### config.mk
export PLATFORM = sky130hd
export DESIGN_NAME = iob_bus_arbiter
export DESIGN_NICKNAME = d
export VERILOG_FILES = /design/src/rtl/iob_bus_arbiter_pkg.sv /design/src/rtl/iob_rr_arb2.sv /design/src/rtl/iob_bus_arbiter.sv
export SDC_FILE = /design/constraint.sdc
export NUM_CORES = 1
export LEC_CHECK = 0
export BUFFER_PORTS_ARGS = -buffer_cell sky130_fd_sc_hd__buf_2
export CAP_MARGIN = 30
export CORE_AREA = 2 2 120 122
export CTS_BUF_LIST = sky130_fd_sc_hd__clkbuf_8
export DETAILED_ROUTE_END_ITERATION = 8
export DIE_AREA = 0 0 122 124
export HOLD_SLACK_MARGIN = 0.15
export PLACE_DENSITY = 0.64
export SETUP_SLACK_MARGIN = 0.1
export SLEW_MARGIN = 10
export SYNTH_ARGS = -nofsm -noshare
export SYNTH_HDL_FRONTEND = slang
export SYNTH_SLANG_ARGS = --single-unit
### constraint.sdc
create_clock -name clk -period 2.3 [get_ports clk]
set_input_delay 0.46 -clock clk [delete_from_list [all_inputs] [get_ports clk]]
set_output_delay 0.46 -clock clk [all_outputs]
set_load 0.1 [all_outputs]
### src/rtl/iob_bus_arbiter_pkg.sv
// Shared definitions for the two-requester IOb native bus arbiter.
// Native bus layout (MSB first):
//   request  : valid | address | wdata | wstrb   (REQ_W  = 1 + ADDR_W + DATA_W + DATA_W/8)
//   response : rdata | ready                     (RESP_W = DATA_W + 1)
// The helper functions below give field widths and bit positions so every
// file slices the flat buses the same way.
package iob_bus_arbiter_pkg;

    localparam int unsigned IOB_ADDR_W_DEF = 32;
    localparam int unsigned IOB_DATA_W_DEF = 32;

    // Arbiter control state.
    typedef enum logic {
        ST_IDLE = 1'b0,
        ST_BUSY = 1'b1
    } arb_state_e;

    // Byte-strobe width for a given data width.
    function automatic int unsigned iob_strb_w(input int unsigned data_w);
        return data_w / 8;
    endfunction

    // Total width of the flat request bus.
    function automatic int unsigned iob_req_w(input int unsigned addr_w, input int unsigned data_w);
        return 1 + addr_w + data_w + data_w / 8;
    endfunction

    // Total width of the flat response bus.
    function automatic int unsigned iob_resp_w(input int unsigned data_w);
        return data_w + 1;
    endfunction

    // LSB position of the address field inside the request bus.
    function automatic int unsigned iob_addr_lsb(input int unsigned data_w);
        return data_w + data_w / 8;
    endfunction

    // LSB position of the wdata field inside the request bus.
    function automatic int unsigned iob_wdata_lsb(input int unsigned data_w);
        return data_w / 8;
    endfunction

endpackage

### src/rtl/iob_rr_arb2.sv
// Two-way round-robin pick.
// A single valid requester wins outright; on a tie the requester that did
// not own the bus last time wins.
// Ports:
//   valid  : request valid per requester (bit i = requester i)
//   last   : index of the previous owner
//   any_c  : at least one requester is valid
//   pick_c : index of the winning requester (meaningful when any_c is set)
module iob_rr_arb2 (
    input  logic [1:0] valid,
    input  logic       last,
    output logic       any_c,
    output logic       pick_c
);

    // Tie goes to the requester that did not win last time.
    always_comb begin
        any_c  = |valid;
        pick_c = valid[1];
        if (valid[0] && valid[1]) begin
            pick_c = ~last;
        end
    end

endmodule

### src/rtl/iob_bus_arbiter.sv
// Shares one native IOb memory port between two requesters (typically CPU
// instruction bus on M0 and data bus on M1). One transaction in flight; the
// winner's request is captured at grant and replayed to the slave from
// registers until the slave answers ready.
// Ports:
//   clk, rst         : clock, asynchronous active-high reset
//   m0_req, m1_req   : requester buses  valid|address|wdata|wstrb
//   m0_resp, m1_resp : requester responses rdata|ready
//   s_req, s_resp    : shared slave request / response
//   grant            : index of current/last owner (0=M0, 1=M1)
//   busy             : transaction outstanding on the slave port
module iob_bus_arbiter
    import iob_bus_arbiter_pkg::*;
#(
    parameter  int unsigned ADDR_W = IOB_ADDR_W_DEF,
    parameter  int unsigned DATA_W = IOB_DATA_W_DEF,
    localparam int unsigned REQ_W  = iob_req_w(ADDR_W, DATA_W),
    localparam int unsigned RESP_W = iob_resp_w(DATA_W)
) (
    input  logic              clk,
    input  logic              rst,
    input  logic [REQ_W-1:0]  m0_req,
    output logic [RESP_W-1:0] m0_resp,
    input  logic [REQ_W-1:0]  m1_req,
    output logic [RESP_W-1:0] m1_resp,
    output logic [REQ_W-1:0]  s_req,
    input  logic [RESP_W-1:0] s_resp,
    output logic              grant,
    output logic              busy
);

    localparam int unsigned STRB_W    = iob_strb_w(DATA_W);
    localparam int unsigned ADDR_LSB  = iob_addr_lsb(DATA_W);
    localparam int unsigned WDATA_LSB = iob_wdata_lsb(DATA_W);

    arb_state_e        state_q;
    logic              busy_q;
    logic              grant_q;
    logic [ADDR_W-1:0] addr_q;
    logic [DATA_W-1:0] wdata_q;
    logic [STRB_W-1:0] wstrb_q;

    logic [1:0]        req_valid;
    logic [ADDR_W-1:0] req_addr  [2];
    logic [DATA_W-1:0] req_wdata [2];
    logic [STRB_W-1:0] req_wstrb [2];

    logic              any_c;
    logic              pick_c;
    logic              s_ready;
    logic [DATA_W-1:0] s_rdata;
    logic              done_c;
    logic              hold_viol_c;

    // Unpack the two requester buses into per-requester fields.
    assign req_valid[0] = m0_req[REQ_W-1];
    assign req_valid[1] = m1_req[REQ_W-1];
    assign req_addr[0]  = m0_req[ADDR_LSB +: ADDR_W];
    assign req_addr[1]  = m1_req[ADDR_LSB +: ADDR_W];
    assign req_wdata[0] = m0_req[WDATA_LSB +: DATA_W];
    assign req_wdata[1] = m1_req[WDATA_LSB +: DATA_W];
    assign req_wstrb[0] = m0_req[0 +: STRB_W];
    assign req_wstrb[1] = m1_req[0 +: STRB_W];

    assign s_ready = s_resp[0];
    assign s_rdata = s_resp[RESP_W-1 -: DATA_W];

    iob_rr_arb2 u_rr_arb2 (
        .valid  (req_valid),
        .last   (grant_q),
        .any_c  (any_c),
        .pick_c (pick_c)
    );

    // Grant/complete FSM with the captured request register.
    // grant resets to 1 so that M0 wins the first tie.
    always_ff @(posedge clk or posedge rst) begin
        if (rst) begin
            state_q <= ST_IDLE;
            busy_q  <= 1'b0;
            grant_q <= 1'b1;
            addr_q  <= '0;
            wdata_q <= '0;
            wstrb_q <= '0;
        end else begin
            case (state_q)
                ST_IDLE: begin
                    if (any_c) begin
                        addr_q  <= req_addr[pick_c];
                        wdata_q <= req_wdata[pick_c];
                        wstrb_q <= req_wstrb[pick_c];
                        grant_q <= pick_c;
                        busy_q  <= 1'b1;
                        state_q <= ST_BUSY;
                    end
                end
                ST_BUSY: begin
                    if (s_ready) begin
                        busy_q  <= 1'b0;
                        state_q <= ST_IDLE;
                    end
                end
                default: begin
                    busy_q  <= 1'b0;
                    state_q <= ST_IDLE;
                end
            endcase
        end
    end

    // Slave request comes only from registers; valid is the busy flag.
    assign s_req = {busy_q, addr_q, wdata_q, wstrb_q};
    assign grant = grant_q;
    assign busy  = busy_q;

    // Slave ready is forwarded to the owner in the same cycle; everyone
    // else sees an all-zero response.
    assign done_c  = busy_q & s_ready;
    assign m0_resp = (done_c && !grant_q) ? {s_rdata, 1'b1} : '0;
    assign m1_resp = (done_c &&  grant_q) ? {s_rdata, 1'b1} : '0;

    // Owner dropped or altered its request while its transaction is pending.
    // Harmless to the hardware (the captured copy completes), but it points
    // at a requester bug.
    assign hold_viol_c = busy_q &&
                         (!req_valid[grant_q]             ||
                          (req_addr[grant_q]  != addr_q)  ||
                          (req_wdata[grant_q] != wdata_q) ||
                          (req_wstrb[grant_q] != wstrb_q));

    a_owner_holds_request : assert property (@(posedge clk) disable iff (rst) !hold_viol_c)
        else $warning("iob_bus_arbiter: owner request changed while busy");

endmodule

==> run metrics, run 1 <==
maximum VDD drop 0.000721 V; Synthesized Nets 631; CP Class reg -> out; Setup crit start kind register; Mapped Area 3650 sq um; # nets final 927; Setup Skew 7.15 ps; final hold vios 0; hold-fix buffers at CTS 0; initial DRC count 195; crit path launch grant$_DFFE_PP1P_; post-route setup TNS 0 ps; slowest stage cell, crit path dfstp_4; most frequent cells in the layout buf_2 (243), nand2_1 (137), buf_12 (71); Avg Inst Size Synth 7.97 sq um; CP max stage delay 640 ps; root buffer cell clkbuf_8; DIE HEIGHT 124 um; WP buf/inv 2; clock sinks 71; Initial Utilization 26.6%; RR Startpoint grant$_DFFE_PP1P_; die width 122 um; LEAKAGE 3.26 nW; initial antenna violation count 1; GRT met2 Usage 32.3%; met1 Use GR 21.0%; post-synthesis xor/xnor area fraction 0%; Max Cap Viol 0; Yosys reg bits 71; CTS H-tree lvls 3; Top-Level Pins 310; Worst-Margin Slew 592 ps; Arr. time, crit path 1740 ps; DIE AREA 15100 sq um; final setup fails 0; FF-to-FF setup slack 630 ps; Yosys top cell area share 48.0%; pwr dens 1080 nW/um^2; Placer Congestion 0.763; drt total wl 14200 um; synth warn 0; Slew Limit Fails 0; largest family of logic cells by synthesized area simple AND/OR/NAND/NOR gates; Worst R2R Path Depth 5; CTS Buffer Depth 2; Placeable Area 13700 sq um; M3 GR Usage 5.72%; post-synthesis mux area share 0%; drt drc 0; Unique masters post-synth 17; port bufs 309; worst-path cell chain and3_4 > clkbuf_16 > and2_4 > buf_12; Post-Synth Adder-Cell Area 0%; drt first pass iters 4; reg2reg end wdata_q[5]$_DFFE_PP0P_; Critical Path End Type primary output; worst endpoint required time 1840 ps; biggest area consumer among synthesized cells dfrtp_1; gr usage total 18.1%; Max Fclk 455 MHz; P&R area growth vs syn 84.2%; post-synthesis sequential area ratio 48.7%; Synth Area in Simple Gates 32.6%; Worst Path Max Fanout 8; CTS Buf Count 9; largest net degree at the start of global routing 79; grt total ovfl 0; Top delay family on crit path flip-flops; status complete, no violations; layout cells sized above 1 53.6%; fin crit period 2200 ps; Final WS setup 104 ps; Place WS 430 ps; vias per cell 4.42; grt peak-use layer met2; crit share post-route 95.5%; top cells by area, synth dfrtp_1 (48%), nand2_1 (14%), a31oi_1 (12%); ANT nets after route 0; commonest non-fill, non-tap cell in the layout buf_2; hold crit path type in -> async; gate count of the mapped netlist 458; Avg WL per Cell 15.1 um; Clock Latency Late Sink 340 ps; Via Count 4139; post-layout power 7.25 mW; CTS clock-pin slew for the worst setup and hold paths 70 ps; relative slew slack 60.4%; first-pass GRT wire length 20900 um; Cell Rows 43; complex-gate fraction of the synthesized area 13.1%; vias in the first global route 4037; HPWL after detailed placement 11000 um; CTS tree built; RSZ-0062 raised after global routing yes
## synthesized netlist by cell type (all sizes together)
library cell  count
a21oi             3
o21ba             1
nor3              1
dfstp             1
inv               2
a31oi            69
a21bo             1
nand2           137
and3              1
and2             64
clkbuf            7
nor2             70
dfrtp            70
a21boi            1
buf              30
## final cells by class
class | count | area (sq um)
Clock inverter | 3 | 13.8
Tap cell | 180 | 225
Timing Repair Buffer | 322 | 2740
Inverter | 2 | 11.3
Sequential cell | 71 | 1780
Multi-Input combinational cell | 348 | 1810
Antenna cell | 1 | 2.50
Clock buffer | 10 | 138
Fill cell | 1324 | 7000
## sequential cells by signal, summed over array words and instances, names as in the netlist
name,cells
addr_q,32
busy,1
grant,1
state_q,1
wdata_q,32
wstrb_q,4
## layer usage
layer / part of all wire (%) / wire, um
met1: 39 / 5540
met5: 0 / 0
met2: 52 / 7440
met3: 7.7 / 1090
met4: 0.85 / 120
## how the worst max path moves through the flow
| stage | slack [ps] | cells after the start | end |
|---|---|---|---|
| floorplan | 40 | 4 | m0_resp[23] |
| global placement | 440 | 4 | m1_resp[32] |
| detailed placement | 430 | 4 | m1_resp[32] |
| CTS | 80 | 4 | m1_resp[32] |
| global route | 40 | 4 | m1_resp[26] |
| finish | 100 | 4 | m1_resp[18] |
## per-stage QoR
step                hold slack, ps  instance area (sq um)  util [%]  instances
finish                         169                   6720      49.0        937
global route                   197                   6720      49.0        936
CTS                            163                   6690      48.8        935
detailed placement             517                   6490      47.3        918
global placement               500                   6490      47.3        918
floorplan                      470                   3800         -        458
## report_power, final
part | switching [mW] | internal [mW] | leakage [nW]
Sequential | 0.175 | 1.57 | 0.788
Clock | 0.437 | 0.395 | 0.0851
Combinational | 3.68 | 0.993 | 2.38
## kinds of logic after synthesis
kind of cell           after synthesis
DFF                                 71
buffers and inverters               39
and+or+nand+nor                    273
AOI/OAI and AO/OA                   75
## what timing repair did
action                                 4_1_cts  5_1_grt
pin swaps                                    0        4
cloned                                       1        1
setup buffers                                3        0
endpoints found under the hold margin        0        0
resized for setup                            3        0
setup endpoints to repair                   32       32
Power figures use the tool's default switching activity.
==> inputs of run 2 (changes only) <==
Settings changed: PLACE_DENSITY 0.64 to not set, PLACE_DENSITY_LB_ADDON set to 0.25, RECOVER_POWER set to 50.
==> run metrics, run 2 (synthesized netlist as in run 1, its figures left out) <==
status complete, no violations (unchanged); Worst Path Max Fanout 17 (was 8); largest registers addr_q x32, wdata_q x32, wstrb_q x4 (unchanged); # nets final 930 (was 927); Via Count 4163 (was 4139); Arr. time, crit path 1690 ps (was 1740 ps); FF-to-FF setup slack 580 ps (was 630 ps); Max Cap Viol 0 (unchanged); most frequent cells in the layout buf_2 (201), nand2_1 (137), nor2_1 (69), a31oi_1 (69), dfrtp_1 (69) (was buf_2 (243), nand2_1 (137), buf_12 (71)); # fillers 1352 (was 1324); Placeable Area 13700 sq um (unchanged); P&R area growth vs syn 83.1% (was 84.2%); hold path depth 2; port bufs 309 (unchanged); gr usage total 17.7% (was 18.1%); hold path startpoint s_resp[0]; commonest non-fill, non-tap cell in the layout buf_2 (unchanged); RSZ-0062 raised after global routing yes (unchanged); Critical Path End Type primary output (unchanged); Place WS 426 ps (was 430 ps); CTS clock-pin slew for the worst setup and hold paths 70 ps (about the same); initial antenna violation count 0 (was 1); hold-fix buffers at CTS 0 (unchanged); hold crit path type in -> reg (was in -> async); vias per cell 4.42 (about the same); crit share post-route 93.4% (was 95.5%); Slew Limit Fails 0 (unchanged); Setup crit start kind register (unchanged); pwr dens 1100 nW/um^2 (was 1080 nW/um^2); layout cells sized above 1 49.7% (was 53.6%); drt total wl 14000 um (was 14200 um); Worst-Margin Slew 1200 ps (was 592 ps); Max Fclk 466 MHz (was 455 MHz); Worst R2R Path Depth 3 (was 5); crit path launch grant$_DFFE_PP1P_ (unchanged); CTS Buffer Depth 2 (unchanged); CTS tree built (unchanged); Finished Layout Cells 941 (was 937); reg2reg end wdata_q[7]$_DFFE_PP0P_ (was wdata_q[5]$_DFFE_PP0P_); DIE HEIGHT 124 um (unchanged); DIE AREA 15100 sq um (unchanged); fin crit period 2150 ps (was 2200 ps); hold worst-path end state_q$_DFF_PP0_; final setup fails 0 (unchanged); grt total ovfl 0 (unchanged); ANT nets after route 0 (unchanged); worst endpoint required time 1840 ps (about the same); # diodes 0 (was 1); Setup Skew 11.5 ps (was 7.15 ps); final hold vios 0 (unchanged); Final WS setup 153 ps (was 104 ps); Initial Utilization 26.6% (unchanged); drt drc 0 (unchanged); CP Class reg -> out (unchanged); first-pass GRT wire length 20800 um (was 20900 um); Cell Rows 43 (unchanged); clock sinks 71 (unchanged); Top-Level Pins 310 (unchanged); CTS Buf Count 9 (unchanged); RR Startpoint state_q$_DFF_PP0_ (was grant$_DFFE_PP1P_); Placer Congestion 0.755 (was 0.763); relative slew slack 20.5% (was 60.4%); die width 122 um (unchanged); Clock Latency Late Sink 340 ps (about the same); largest net degree at the start of global routing 55 (was 79); post-route setup TNS 0 ps (unchanged); HPWL after detailed placement 10900 um (was 11000 um); vias in the first global route 4002 (was 4037); LEAKAGE 3.19 nW (was 3.26 nW); drt first pass iters 4 (unchanged); initial DRC count 172 (was 195); root buffer cell clkbuf_8 (unchanged); maximum VDD drop 0.000599 V (was 0.000721 V); Avg WL per Cell 14.9 um (was 15.1 um); Placed Cells 922 (was 918); CTS H-tree lvls 3 (unchanged)
==> run 2: worst max-delay path: stages, from the launching register on <==
cell     delay, ps
dfstp_4        620
and3_4         220
buf_12         150
and2_2         180
buf_12         170
==> run 2: worst max path at each step <==
stage / depth (start not counted) / end / slack, ps
after floorplan: 4 / m0_resp[23] / 40
after global placement: 6 / m0_resp[6] / 420
after detailed placement: 4 / m1_resp[26] / 430
after CTS: 5 / m0_resp[6] / 70
after global routing: 4 / m1_resp[26] / 100
final: 4 / m1_resp[26] / 150
==> run 2: metrics by stage <==
step | hold WS, ps | instance area [sq um] | utilization [%] | power (mW)
2_1_floorplan | 470 | 3800 | - | 5.34
3_3_place_gp | 524 | 6480 | 47.2 | 6.38
3_5_place_dp | 501 | 6480 | 47.2 | 6.40
4_1_cts | 227 | 6720 | 49.0 | 7.46
5_1_grt | 330 | 6680 | 48.7 | 7.66
6_report | 347 | 6680 | 48.7 | 7.34
==> run 2: power breakdown <==
part | total, mW | leakage, nW | internal, mW | switching (mW)
logic | 4.62 | 2.31 | 0.933 | 3.69
clock network | 0.988 | 0.0944 | 0.524 | 0.464
registers | 1.73 | 0.788 | 1.57 | 0.165
==> run 2: what timing repair did <==
| item | 4_1_cts | 5_1_grt |
|---|---|---|
| endpoints found under the setup margin | 32 | 34 |
| cloned | 1 | 1 |
| buffers inserted | 2 | 0 |
| gates resized for setup | 3 | 5 |
==> run 2: metal layers <==
layer,routed length (um),vias to the layer above,track usage (%)
li1,-,2088,-
met1,5640,1913,22.0
met2,7300,143,30.5
met3,803,19,3.94
met4,273,0,5.96
met5,0,-,0
==> run 2: layout make-up <==
class / count / area, sq um / area share [%]
Multi-Input combinational cell: 348 / 1810 / 27.1
Clock inverter: 5 / 58.8 / 0.880
Inverter: 2 / 8.76 / 0.131
Tap cell: 180 / 225 / 3.37
Timing Repair Buffer: 325 / 2660 / 39.8
Sequential cell: 71 / 1780 / 26.7
Clock buffer: 10 / 138 / 2.06
==> inputs of run 3 (changes only) <==
Settings changed: RECOVER_POWER 50 to not set.
==> run metrics, run 3 (synthesized netlist as in run 1, its figures left out) <==
# nets final 930 (unchanged); DP Area 6480 sq um (unchanged); grt total ovfl 0 (unchanged); Cell Rows 43 (unchanged); Placer Congestion 0.755 (unchanged); Final WS setup 159 ps (was 153 ps); gr usage total 17.7% (unchanged); initial antenna violation count 0 (unchanged); Avg WL per Cell 14.9 um (about the same); layout cells sized above 1 54.1% (was 49.7%); die width 122 um (unchanged); CTS Buffer Depth 2 (unchanged); final hold vios 0 (unchanged); ANT nets after route 0 (unchanged); largest net degree at the start of global routing 55 (unchanged); drt drc 0 (unchanged); Int Pwr 3.07 mW (was 3.02 mW); Logic pwr share 63.2% (was 62.9%); Sw Share 58.4% (was 58.8%); first-pass GRT wire length 20800 um (unchanged); Max Fclk 467 MHz (was 466 MHz); drt first pass iters 5 (was 4); CP Class reg -> out (unchanged); Placeable Area 13700 sq um (unchanged); P&R area growth vs syn 84.7% (was 83.1%); FF-to-FF setup slack 610 ps (was 580 ps); Initial Utilization 26.6% (unchanged); drt total wl 14000 um (about the same); Finished Layout Cells 941 (unchanged); clock share of power 13.4% (was 13.5%); # fillers 1334 (was 1352); CTS clock-pin slew for the worst setup and hold paths 80 ps (was 70 ps); vias per cell 4.41 (was 4.42); Placed Cells 922 (unchanged); root buffer cell clkbuf_8 (unchanged); final setup fails 0 (unchanged); RSZ-0062 raised after global routing yes (unchanged); Setup crit start kind register (unchanged); Worst R2R Path Depth 5 (was 3); clock sinks 71 (unchanged); post-route setup TNS 0 ps (unchanged); HPWL after detailed placement 10900 um (unchanged); worst endpoint required time 1840 ps (about the same); largest registers addr_q x32, wdata_q x32, wstrb_q x4 (unchanged); hold crit path type in -> async (was in -> reg); LEAKAGE 3.27 nW (was 3.19 nW); fin crit period 2140 ps (was 2150 ps); Worst Path Max Fanout 17 (unchanged); Max Cap Viol 0 (unchanged); relative slew slack 63.8% (was 20.5%); pwr dens 1100 nW/um^2 (about the same); Arr. time, crit path 1680 ps (was 1690 ps); Reg power frac 23.4% (was 23.6%); Slew Limit Fails 0 (unchanged); Place WS 426 ps (unchanged); Top-Level Pins 310 (unchanged); commonest non-fill, non-tap cell in the layout buf_2 (unchanged); status complete, no violations (unchanged); Via Count 4146 (was 4163); P_sw 4.31 mW (was 4.32 mW); WHS 232 ps (was 347 ps); CTS H-tree lvls 3 (unchanged); Post-Layout Inst Area 6740 sq um (was 6680 sq um); port bufs 309 (unchanged); crit share post-route 93.1% (was 93.4%); maximum VDD drop 0.000613 V (was 0.000599 V); RR Startpoint grant$_DFFE_PP1P_ (was state_q$_DFF_PP0_); DIE HEIGHT 124 um (unchanged); Critical Path End Type primary output (unchanged); Setup Skew 11.9 ps (was 11.5 ps); DIE AREA 15100 sq um (unchanged); Clock Latency Late Sink 340 ps (about the same); # diodes 0 (unchanged); vias in the first global route 4002 (unchanged); Worst-Margin Slew 546 ps (was 1200 ps); initial DRC count 174 (was 172); CTS Buf Count 9 (unchanged); reg2reg end addr_q[10]$_DFFE_PP0P_ (was wdata_q[7]$_DFFE_PP0P_); most frequent cells in the layout buf_2 (243), nand2_1 (137), nor2_1 (69), a31oi_1 (69), dfrtp_1 (69) (was buf_2 (201), nand2_1 (137), nor2_1 (69), a31oi_1 (69), dfrtp_1 (69)); CTS tree built (unchanged)
==> run 3: cell types whose count changed in the layout (fill, tap and decap cells not counted), sizes merged <==
cell	delta
buf	+44
clkbuf	-44
==> run 3: cell type report <==
class	count	area [sq um]	share of cell area [%]
Clock inverter	5	58.8	0.872
Tap cell	180	225	3.34
Sequential cell	71	1780	26.4
Multi-Input combinational cell	348	1820	26.9
Timing Repair Buffer	325	2710	40.2
Clock buffer	10	138	2.04
Inverter	2	11.3	0.167
==> run 3: stage by stage <==
stage,utilization (%),power (mW)
after global routing,49.1,7.70
after floorplan,-,5.34
after CTS,49.0,7.46
after global placement,47.2,6.38
after detailed placement,47.2,6.40
final,49.1,7.39
==> run 3: repair_timing <==
| item | 4_1_cts | 5_1_grt |
|---|---|---|
| gates cloned | 1 | 1 |
| hold buffers | 0 | 0 |
| setup endpoints to repair | 32 | 34 |
| setup buffers | 2 | 0 |
| endpoints found under the hold margin | 0 | 0 |
| gates resized for setup | 3 | 5 |
==> run 3: worst max-delay path, stage by stage, from the launching register on <==
cell and delay [ps]:
dfstp_4 620, and3_4 220, buf_12 150, and2_2 180
buf_12 170
==> run 3: routing by layer <==
metal / GRT usage (%) / routed length [um] / vias up
li1: - / - / 2089
met1: 22.0 / 5610 / 1898
met2: 30.5 / 7320 / 143
met3: 3.94 / 832 / 16
met4: 5.96 / 264 / 0
met5: 0 / 0 / -
==> run 3: worst max path at each step <==
stage | start | end | cells past startpoint
after floorplan | busy$_DFFE_PP0P_ | m0_resp[23] | 4
final | grant$_DFFE_PP1P_ | m1_resp[26] | 4
after global routing | grant$_DFFE_PP1P_ | m1_resp[26] | 4
after detailed placement | grant$_DFFE_PP1P_ | m1_resp[26] | 4
after global placement | s_resp[0] | m0_resp[6] | 6
after CTS | grant$_DFFE_PP1P_ | m0_resp[6] | 5
==> run 3: power groups by stage <==
stage / Clock, mW / Combinational (mW) / Sequential [mW]
after floorplan: 0 / 1.31 / 4.03
after global placement: 0 / 4.63 / 1.75
after detailed placement: 0 / 4.64 / 1.76
after CTS: 1.04 / 4.69 / 1.73
after global routing: 1.09 / 4.85 / 1.77
final: 0.988 / 4.67 / 1.73
